### config.mk
export PLATFORM = sky130hd
export DESIGN_NAME = grid_access_arbiter_flat
export DESIGN_NICKNAME = d
export VERILOG_FILES = /design/src/rtl/grid_access_arbiter_pkg.sv /design/src/rtl/grid_access_arbiter_if.sv /design/src/rtl/grid_access_arbiter_rr_arbiter_2.sv /design/src/rtl/grid_access_arbiter.sv /design/src/flat_wrapper.sv
export SDC_FILE = /design/constraint.sdc
export NUM_CORES = 1
export LEC_CHECK = 0
export ABC_AREA = 1
export BUFFER_PORTS_ARGS = -buffer_cell sky130_fd_sc_hd__buf_2
export CORE_MARGIN = 2
export CORE_UTILIZATION = 44
export CTS_CLUSTER_DIAMETER = 40
export DETAILED_ROUTE_END_ITERATION = 8
export HOLD_SLACK_MARGIN = 0.03
export PLACE_DENSITY = 0.83
export SLEW_MARGIN = 20
export SYNTH_ARGS = -nofsm -noshare
export SYNTH_HDL_FRONTEND = slang
export SYNTH_SLANG_ARGS = --single-unit
### constraint.sdc
create_clock -name clk_in -period 1.6 [get_ports clk_in]
set_input_delay 0.24 -clock clk_in [delete_from_list [all_inputs] [get_ports clk_in]]
set_output_delay 0.24 -clock clk_in [all_outputs]
set_load 0.03 [all_outputs]
### src/rtl/grid_access_arbiter_pkg.sv
// Shared maze-grid definitions: grid geometry, cell encodings and the
// state type of the grid read-port arbiter.
package grid_pkg;

  localparam int GRID_N      = 24;
  localparam int GRID_ADDR_W = $clog2(GRID_N * GRID_N);
  localparam int CELL_W      = 5;

  localparam logic [CELL_W-1:0] CELL_EMPTY = 5'd0;
  localparam logic [CELL_W-1:0] CELL_OOB   = 5'd1;

  typedef enum logic [1:0] {
    IDLE = 2'd0,
    WAIT = 2'd1,
    DONE = 2'd2
  } arb_state_t;

endpackage

### src/rtl/grid_access_arbiter_if.sv
// Request/response bundle between the two grid requesters, the arbiter and
// the grid BRAM read port.
interface grid_access_arbiter_if
  import grid_pkg::*;
#(
  parameter int ADDR_W = GRID_ADDR_W,
  parameter int DATA_W = CELL_W
);
  logic              mv_req;
  logic [ADDR_W-1:0] mv_addr;
  logic              mv_valid;
  logic [DATA_W-1:0] mv_data;
  logic              rc_req;
  logic [ADDR_W-1:0] rc_addr;
  logic              rc_valid;
  logic [DATA_W-1:0] rc_data;
  logic [ADDR_W-1:0] bram_addra;
  logic [DATA_W-1:0] bram_douta;
  logic              busy;

  modport master (
    output mv_req, mv_addr, rc_req, rc_addr, bram_douta,
    input  mv_valid, mv_data, rc_valid, rc_data, bram_addra, busy
  );

  modport slave (
    input  mv_req, mv_addr, rc_req, rc_addr, bram_douta,
    output mv_valid, mv_data, rc_valid, rc_data, bram_addra, busy
  );
endinterface

### src/rtl/grid_access_arbiter_rr_arbiter_2.sv
// Combinational two-way round-robin select; owner 0 = movement, 1 = raycaster.
// The last_grant state is kept by the caller.
module rr_arbiter_2 (
  input  logic req_a,
  input  logic req_b,
  input  logic last_grant,
  output logic grant,
  output logic owner
);

  // On a tie the requester that was not served last wins.
  always_comb begin
    grant = req_a | req_b;
    owner = 1'b0;
    if (req_a && req_b) begin
      owner = ~last_grant;
    end else if (req_b) begin
      owner = 1'b1;
    end else begin
      owner = 1'b0;
    end
  end

endmodule

### src/rtl/grid_access_arbiter.sv
// Shares the grid BRAM read port between movement and raycaster requesters,
// returning each lookup with a one-cycle valid pulse to its owner.
module grid_access_arbiter
  import grid_pkg::*;
#(
  parameter int                N            = GRID_N,
  parameter int                ADDR_W       = $clog2(N * N),
  parameter int                DATA_W       = CELL_W,
  parameter int                READ_LATENCY = 2,
  parameter logic [DATA_W-1:0] OOB_VALUE    = DATA_W'(CELL_OOB)
) (
  input logic           clk_in,
  input logic           rst_in,
  grid_access_arbiter_if.slave bus
);

  localparam int              CELLS    = N * N;
  localparam int              CNT_W    = $clog2(READ_LATENCY + 1);
  localparam logic [CNT_W-1:0] CNT_LOAD = CNT_W'(READ_LATENCY);

  arb_state_t        state_r;
  logic [CNT_W-1:0]  cnt_r;
  logic              owner_r;
  logic              last_grant_r;
  logic [ADDR_W-1:0] addra_r;
  logic [DATA_W-1:0] mv_data_r;
  logic [DATA_W-1:0] rc_data_r;
  logic              mv_valid_r;
  logic              rc_valid_r;
  logic              busy_r;

  logic              grant_s;
  logic              owner_s;
  logic [ADDR_W-1:0] sel_addr_s;
  logic              in_range_s;

  rr_arbiter_2 u_rr (
    .req_a      (bus.mv_req),
    .req_b      (bus.rc_req),
    .last_grant (last_grant_r),
    .grant      (grant_s),
    .owner      (owner_s)
  );

  // Address of the requester that would win this cycle, and its range check.
  always_comb begin
    sel_addr_s = bus.mv_addr;
    if (owner_s) begin
      sel_addr_s = bus.rc_addr;
    end else begin
      sel_addr_s = bus.mv_addr;
    end
    in_range_s = (32'(sel_addr_s) < 32'(CELLS));
  end

  // Grant / wait / respond state machine with all outputs registered.
  // douta for the address launched at the grant edge is sampled
  // READ_LATENCY+1 edges later, so the counter runs down to zero in WAIT.
  always_ff @(posedge clk_in or posedge rst_in) begin
    if (rst_in) begin
      state_r      <= IDLE;
      cnt_r        <= '0;
      owner_r      <= 1'b0;
      last_grant_r <= 1'b1;
      addra_r      <= '0;
      mv_data_r    <= '0;
      rc_data_r    <= '0;
      mv_valid_r   <= 1'b0;
      rc_valid_r   <= 1'b0;
      busy_r       <= 1'b0;
    end else begin
      mv_valid_r <= 1'b0;
      rc_valid_r <= 1'b0;
      case (state_r)
        IDLE: begin
          if (grant_s) begin
            owner_r      <= owner_s;
            last_grant_r <= owner_s;
            busy_r       <= 1'b1;
            if (in_range_s) begin
              addra_r <= sel_addr_s;
              cnt_r   <= CNT_LOAD;
              state_r <= WAIT;
            end else begin
              if (owner_s) begin
                rc_data_r  <= OOB_VALUE;
                rc_valid_r <= 1'b1;
              end else begin
                mv_data_r  <= OOB_VALUE;
                mv_valid_r <= 1'b1;
              end
              state_r <= DONE;
            end
          end else begin
            busy_r <= 1'b0;
          end
        end
        WAIT: begin
          if (cnt_r == '0) begin
            if (owner_r) begin
              rc_data_r  <= bus.bram_douta;
              rc_valid_r <= 1'b1;
            end else begin
              mv_data_r  <= bus.bram_douta;
              mv_valid_r <= 1'b1;
            end
            state_r <= DONE;
          end else begin
            cnt_r <= cnt_r - 1'b1;
          end
        end
        DONE: begin
          state_r <= IDLE;
          busy_r  <= 1'b0;
        end
        default: begin
          state_r <= IDLE;
          busy_r  <= 1'b0;
        end
      endcase
    end
  end

  assign bus.bram_addra = addra_r;
  assign bus.mv_valid   = mv_valid_r;
  assign bus.mv_data    = mv_data_r;
  assign bus.rc_valid   = rc_valid_r;
  assign bus.rc_data    = rc_data_r;
  assign bus.busy       = busy_r;

endmodule

### src/flat_wrapper.sv
// flat-port wrapper written by rule: the top's interface ports become plain ports
module grid_access_arbiter_flat import grid_pkg::*;
#(
  parameter int                N            = GRID_N,
  parameter int                ADDR_W       = $clog2(N * N),
  parameter int                DATA_W       = CELL_W,
  parameter int                READ_LATENCY = 2,
  parameter logic [DATA_W-1:0] OOB_VALUE    = DATA_W'(CELL_OOB)
)
  (clk_in, rst_in, bus_mv_req, bus_mv_addr, bus_rc_req, bus_rc_addr, bus_bram_douta, bus_mv_valid, bus_mv_data, bus_rc_valid, bus_rc_data, bus_bram_addra, bus_busy);
  grid_access_arbiter_if #(.ADDR_W(ADDR_W), .DATA_W(DATA_W)) bus_i ();
  input logic clk_in;
  input logic rst_in;
  input wire logic [$bits(bus_i.mv_req)-1:0] bus_mv_req;
  input wire logic [$bits(bus_i.mv_addr)-1:0] bus_mv_addr;
  input wire logic [$bits(bus_i.rc_req)-1:0] bus_rc_req;
  input wire logic [$bits(bus_i.rc_addr)-1:0] bus_rc_addr;
  input wire logic [$bits(bus_i.bram_douta)-1:0] bus_bram_douta;
  output wire logic [$bits(bus_i.mv_valid)-1:0] bus_mv_valid;
  output wire logic [$bits(bus_i.mv_data)-1:0] bus_mv_data;
  output wire logic [$bits(bus_i.rc_valid)-1:0] bus_rc_valid;
  output wire logic [$bits(bus_i.rc_data)-1:0] bus_rc_data;
  output wire logic [$bits(bus_i.bram_addra)-1:0] bus_bram_addra;
  output wire logic [$bits(bus_i.busy)-1:0] bus_busy;
  assign bus_i.mv_req = bus_mv_req;
  assign bus_i.mv_addr = bus_mv_addr;
  assign bus_i.rc_req = bus_rc_req;
  assign bus_i.rc_addr = bus_rc_addr;
  assign bus_i.bram_douta = bus_bram_douta;
  assign bus_mv_valid = bus_i.mv_valid;
  assign bus_mv_data = bus_i.mv_data;
  assign bus_rc_valid = bus_i.rc_valid;
  assign bus_rc_data = bus_i.rc_data;
  assign bus_bram_addra = bus_i.bram_addra;
  assign bus_busy = bus_i.busy;
  grid_access_arbiter #(.N(N), .ADDR_W(ADDR_W), .DATA_W(DATA_W), .READ_LATENCY(READ_LATENCY), .OOB_VALUE(OOB_VALUE)) u_core (.clk_in(clk_in), .rst_in(rst_in), .bus(bus_i));
endmodule
After elaboration in Yosys (flattened, before gate mapping)
Cells that the tools add are included.

word-level totals
  flip-flop bits (word level) = 29
  input port bits = 29
  output and inout bits = 23
  logic and storage cells = 71

cells by class
  add/subtract/negate cells = 1
  magnitude comparators = 1
  equality and inequality tests = 10
  multiplexer cells = 37
  bitwise gates (word level) = 2
  reductions and logical operators = 10

operators with widths
  cell                                                                   count
  5-bit two-way mux                                                      10
  5-bit case mux with 2 select lines                                     2
  1-bit two-way mux                                                      13
  2-bit two-way mux                                                      6
  6-bit AND reduction                                                    2
  10-bit < comparator, second input constant                             1
  10-bit two-way mux                                                     1
  2-bit by 1-bit != test with 1-bit output, second input constant        5
  2-bit != test, second input constant                                   4
  2-bit case mux with 2 select lines                                     2
  1-bit case mux with 2 select lines                                     3
  2-bit logical NOT                                                      2
  2-bit AND reduction                                                    2
  4-bit AND reduction                                                    1
  3-bit AND reduction                                                    1
  2-bit by 1-bit equality test with 1-bit output, second input constant  1
  2-bit nonzero test                                                     1
  2-bit by 1-bit subtractor with 2-bit output, second input constant     1
  1-bit logical AND                                                      1
  1-bit inverter                                                         1
  1-bit bitwise OR                                                       1

Logic depth before layout (Yosys ltp)
  word-level depth = 7
  mapped depth = 11
  mapped depth without buffers = 9

Hierarchy
Synthesis repeated with hierarchy kept, for this count alone.

unflattened totals
  cell total of the unflattened synthesis = 167
  area, all modules = 1493.9 um^2

modules (own cells, without submodules)
  module               instances  cells an instance  area each (um^2)  sequential area each (um^2)
  grid_access_arbiter  1          164                1478.9            726.9
  rr_arbiter_2         1          3                  15.0              0.0

Least setup slack after synthesis
Ideal clock, no wire load.

  path type = register to register
  from = reg u_core.last_grant_r
  to = reg u_core.addra_r[9] (netlist: u_core.bus.bram_addra[9])
  library setup time = 117 ps
  arrival = 1396 ps
  data required time = 1483 ps
  path slack = 87 ps
  cell stages (with the launch flop) = 12
  path buffers = 2
  period minus slack after synthesis = 1513 ps
  cell sequence = dfstp_2 > nand2_2 > nand2_4 > buf_12 > nand2_4 > nand2_4 > nand3_4 > nand2_4 > nand2_8 > buf_8 > nand2_2 > nand2_1

between the ends
  word-level cells in the longest chain between the ends = 5

RTL lines
  what                                  RTL line                                source
  from (decl)                           grid_access_arbiter.sv:24               logic last_grant_r;
  from (signal assigned)                grid_access_arbiter.sv:78               last_grant_r <= owner_s;
  1-bit inverter (*)                    grid_access_arbiter_rr_arbiter_2.sv:16  owner = ~last_grant;
  1-bit two-way mux (*)                 grid_access_arbiter_rr_arbiter_2.sv:15  if (req_a && req_b) begin
  10-bit two-way mux (*)                grid_access_arbiter.sv:48               if (owner_s) begin
  10-bit < comparator                   grid_access_arbiter.sv:53               in_range_s = (32'(sel_addr_s) < 32'(CELLS));
  3-bit AND reduction (no source line)  -
  to (signal assigned)                  grid_access_arbiter.sv:81               addra_r <= sel_addr_s;
  to (decl)                             grid_access_arbiter.sv:25               logic [ADDR_W-1:0] addra_r;

Mark *: on every way between the ends. The rest lies on a longest branch, timed or not.
A chain may end at the register's enable or synchronous reset.

Final worst setup path
  from = reg u_core.last_grant_r
  to = reg u_core.addra_r[8] (netlist: u_core.bus.bram_addra[8])

The elaborated chain is that of the path after synthesis.

==> flow_metrics.py <==
metrics = {
    "die": {
        "dieArea_mm2": 0.003817,
        "rows": 20,
        "die_h_um": 61.78,
        "start_util_pct": 47.34,
        "ioPinCount": 52,
        "core_mm2": 0.003103,
        "chipWidth_um": 61.78,
    },
    "critical_path": {
        "reg2reg_slack_ns": 0.02,
        "crit_start": "u_core.last_grant_r$_DFFE_PP1P_",
        "reg2reg_depth": 9,
        "cp-endpoint": "u_core.bus.bram_addra[8]$_DFFE_PP0P_",
        "critical_path_arrival_ns": 1.81,
        "cp_slowest_stage_delay_ns": 0.57,
        "crit_chain": "nand2_4 > nand2_4 > nand2_1 > nand2_2 > nand3_4 > nand2_8 > nand2_8 > nand2_1 > o21ai_2",
        "end_kind": "flop",
        "path_depth": 9,
        "critical_path_buf_inv_count": 0,
        "critPathRequiredTime_ns": 1.83,
        "worstSetupStartpointType": "flop",
        "r2r_start": "u_core.last_grant_r$_DFFE_PP1P_",
        "slowest_stage": "dfstp_2",
        "criticalPathCategory": "flop to flop",
        "crit_family": "simple AND/OR/NAND/NOR gates",
        "r2r-end": "u_core.bus.bram_addra[8]$_DFFE_PP0P_",
        "critPathMaxFanout": 10,
    },
    "sta": {
        "finalHoldWorstSlack_ns": 0.1713,
        "rsz0062_at_grt": "true",
        "final-setup-viol-count": 0,
        "slew-limit-headroom_pct": 76.32,
        "clock_skew_ns": 0.01079,
        "hold_viol_final": 0,
        "post-route-period-util_pct": 98.88,
        "period_needed_ns": 1.582,
        "maxSlewViolCount": 0,
        "worst_pin_slew_ns": 0.3551,
        "timing.fmax_mhz": 632.1,
        "tns_ns": 0,
    },
    "synth": {
        "synth_nets": 187,
        "netlist.area_leader.share_pct": 47.70,
        "synth_seq_cells": 29,
        "synthCells": 157,
        "synth_cell_type_count": 23,
        "synthTopCellsByArea": "dfrtp_1 48%, nand2_1 12%, nand3_1 5.5%",
        "ys_warn_count": 0,
        "synth-seq-area-share_pct": 49.49,
        "synth.avg_cell_area_um2": 9.356,
        "synth_largest_area_cell": "dfrtp_1",
        "syn-cell-area_mm2": 0.001469,
    },
    "global_route": {
        "antenna_found_initial": 0,
        "grt_pass1_vias": 1192,
        "grtUsageTotal_pct": 18.07,
        "grt_max_degree": 30,
        "grt_overflow": 0,
        "grt_pass1_wl_um": 4892,
    },
    "clock_network": {
        "cts.path.max_buffers": 2,
        "cts_root_buf": "clkbuf_4",
        "cts_max_level": 2,
        "clk_pin_slew_worst_paths_ns": 0.10,
        "cts_sinks": 29,
        "cts_tree": "yes",
        "numCtsBuffers": 5,
        "clock_latency_ns": 0.33,
    },
    "detailed_routing": {
        "drc": 0,
        "ant_nets": 0,
        "via_count": 1312,
        "routedWlPerCell_um": 12.33,
        "drt-initial-drc-count": 92,
        "dr.pass1.iters": 4,
        "wirelength_um": 3268,
        "viasPerCell": 4.951,
    },
    "finish": {
        "multiInputGateArea_um2": 690.7,
        "final_layout_size_suffix_gt1_share_pct": 44.34,
        "instances_no_fill": 265,
        "layout.nets": 250,
        "antennaDiodeCount": 0,
        "synthToLayoutAreaGrowth_pct": 31.26,
        "nFillCells": 273,
        "seq_area_um2": 726.9,
    },
    "power": {
        "irDropWorstVdd_uv": 755.5,
        "power_frac_clock_pct": 16.2,
        "p_switching_mw": 1.822,
        "p_int_mw": 2.072,
        "pwr-share-comb_pct": 51.5,
        "swShare_pct": 46.78,
        "p_seq_share_pct": 32.3,
        "leakagePower_nw": 1.090,
        "cellPowerDensity_mw_per_mm2": 2019,
    },
    "placement": {
        "gp_congestion": 0.7809,
        "dp_cells": 253,
        "port_buffers": 51,
        "dp_hpwl_um": 2301,
    },
    "outcome": {
        "status": "finished, final reports clean",
    },
    "min_path": {
        "hold_path_class": "input port to flop",
    },
    "flow_run": {
        "cap_violations": 0,
    },
}
metal layers:
layer | up-vias | routed length, µm | GRT usage (%)
met5 | - | 0 | 0
met4 | 0 | 95 | 8.815
met3 | 7 | 184 | 6.418
met2 | 41 | 1678 | 32.18
met1 | 620 | 1309 | 18.79
li1 | 644 | - | -
power groups by stage:
| stage | logic [mW] | registers, mW | clock network (mW) |
|---|---|---|---|
| floorplan | 0.919 | 1.77 | 0 |
| global placement | 1.87 | 1.25 | 0 |
| detailed placement | 1.91 | 1.26 | 0 |
| CTS | 1.92 | 1.25 | 0.634 |
| global route | 2.21 | 1.29 | 0.676 |
| finish | 2.00 | 1.26 | 0.631 |
worst min-delay path: stages:
cell and delay [ns]:
buf_2 0.11, nand4_1 0.08, nand2_1 0.05
logic make-up after synthesis:
| kind of cell | synth area share, % |
|---|---|
| flip-flops | 49.49 |
| multiplexers | 4.089 |
| AO/OA/AOI/OAI | 5.793 |
| buffers and inverters | 6.813 |
| adder cells (fa/ha/maj) | 0.8517 |
| AND/OR/NAND/NOR | 32.97 |
worst min-delay path by stage:
| stage | start | end | slack [ns] | cells past startpoint |
|---|---|---|---|---|
| 2_1_floorplan | rst_in | u_core.bus.bram_addra[0]$_DFFE_PP0P_ | 0.32 | 1 |
| 3_3_place_gp | rst_in | u_core.bus.bram_addra[2]$_DFFE_PP0P_ | 0.32 | 3 |
| 3_5_place_dp | rst_in | u_core.bus.bram_addra[2]$_DFFE_PP0P_ | 0.33 | 3 |
| 4_1_cts | bus_bram_douta[1] | u_core.bus.mv_data[1]$_DFFE_PP0P_ | 0.17 | 3 |
| 5_1_grt | bus_bram_douta[2] | u_core.bus.rc_data[2]$_DFFE_PP0P_ | 0.16 | 3 |
| 6_report | bus_bram_douta[4] | u_core.bus.rc_data[4]$_DFFE_PP0P_ | 0.17 | 3 |
cells in the final DEF (no fill, tap or decap):
cell type      Yosys  layout
nor2_1             5       5
nand3_4            1       1
clkbuf_8           0       1
clkbuf_4           0       5
o22ai_1            1       1
nand2_1           47      43
buf_4              0       6
ha_1               1       1
bufinv_16          0       1
nand3b_1           1       1
nand2_8            1       3
inv_1             12      12
buf_2              1      51
dfstp_2            1       1
or2_2              1       1
nand2_2            4       7
clkbuf_1           0       1
or2_0              1       1
inv_2              4       4
nand4_1            8       8
o21ai_2            9       9
mux2i_1            6       6
dlygate4sd3_1      0       1
nand3_1           16      15
dfrtp_1           28      28
nand3_2            2       3
nand2_4            5       5
what timing repair did:
item                                   4_1_cts  5_1_grt
buffers inserted                             0        2
endpoints found under the hold margin       28        0
resized for setup                            0        8
setup endpoints to repair                    0       14
hold buffers                                 1        0
sequential cells by signal, indices dropped and copies added (netlist names):
name / count
u_core.bus.rc_data: 5
u_core.bus.bram_addra: 10
u_core.owner_r: 1
u_core.bus.rc_valid: 1
u_core.bus.busy: 1
u_core.bus.mv_valid: 1
u_core.cnt_r: 2
u_core.state_r: 2
u_core.bus.mv_data: 5
u_core.last_grant_r: 1
final cells by class:
cell class,instances,area share [%]
multi-input cells,110,35.82
well taps,44,2.855
flip-flops and latches,29,37.70
clock buffers,7,2.855
clock inverters,1,1.557
repair buffers,58,16.09
inverters,16,3.115
through the flow:
stage	area, µm²	util, %	setup WS (ns)	power [mW]
after detailed placement	1769	57.02	0.01867	3.175
final	1928	62.14	0.01790	3.894
after global routing	1928	62.14	-0.06314	4.178
after global placement	1769	57.02	0.1047	3.120
after floorplan	1469	-	0.08677	2.690
after CTS	1864	60.08	0.006583	3.799
synth_stat cells (all sizes together):
master	count
dfrtp	28
mux2i	6
or2	2
buf	3
o21ai	9
dfstp	1
nand2	57
nand3b	1
nor2	5
inv	16
nand3	19
nand4	8
o22ai	1
ha	1
Note: power is estimated with default switching activity, not from simulation.
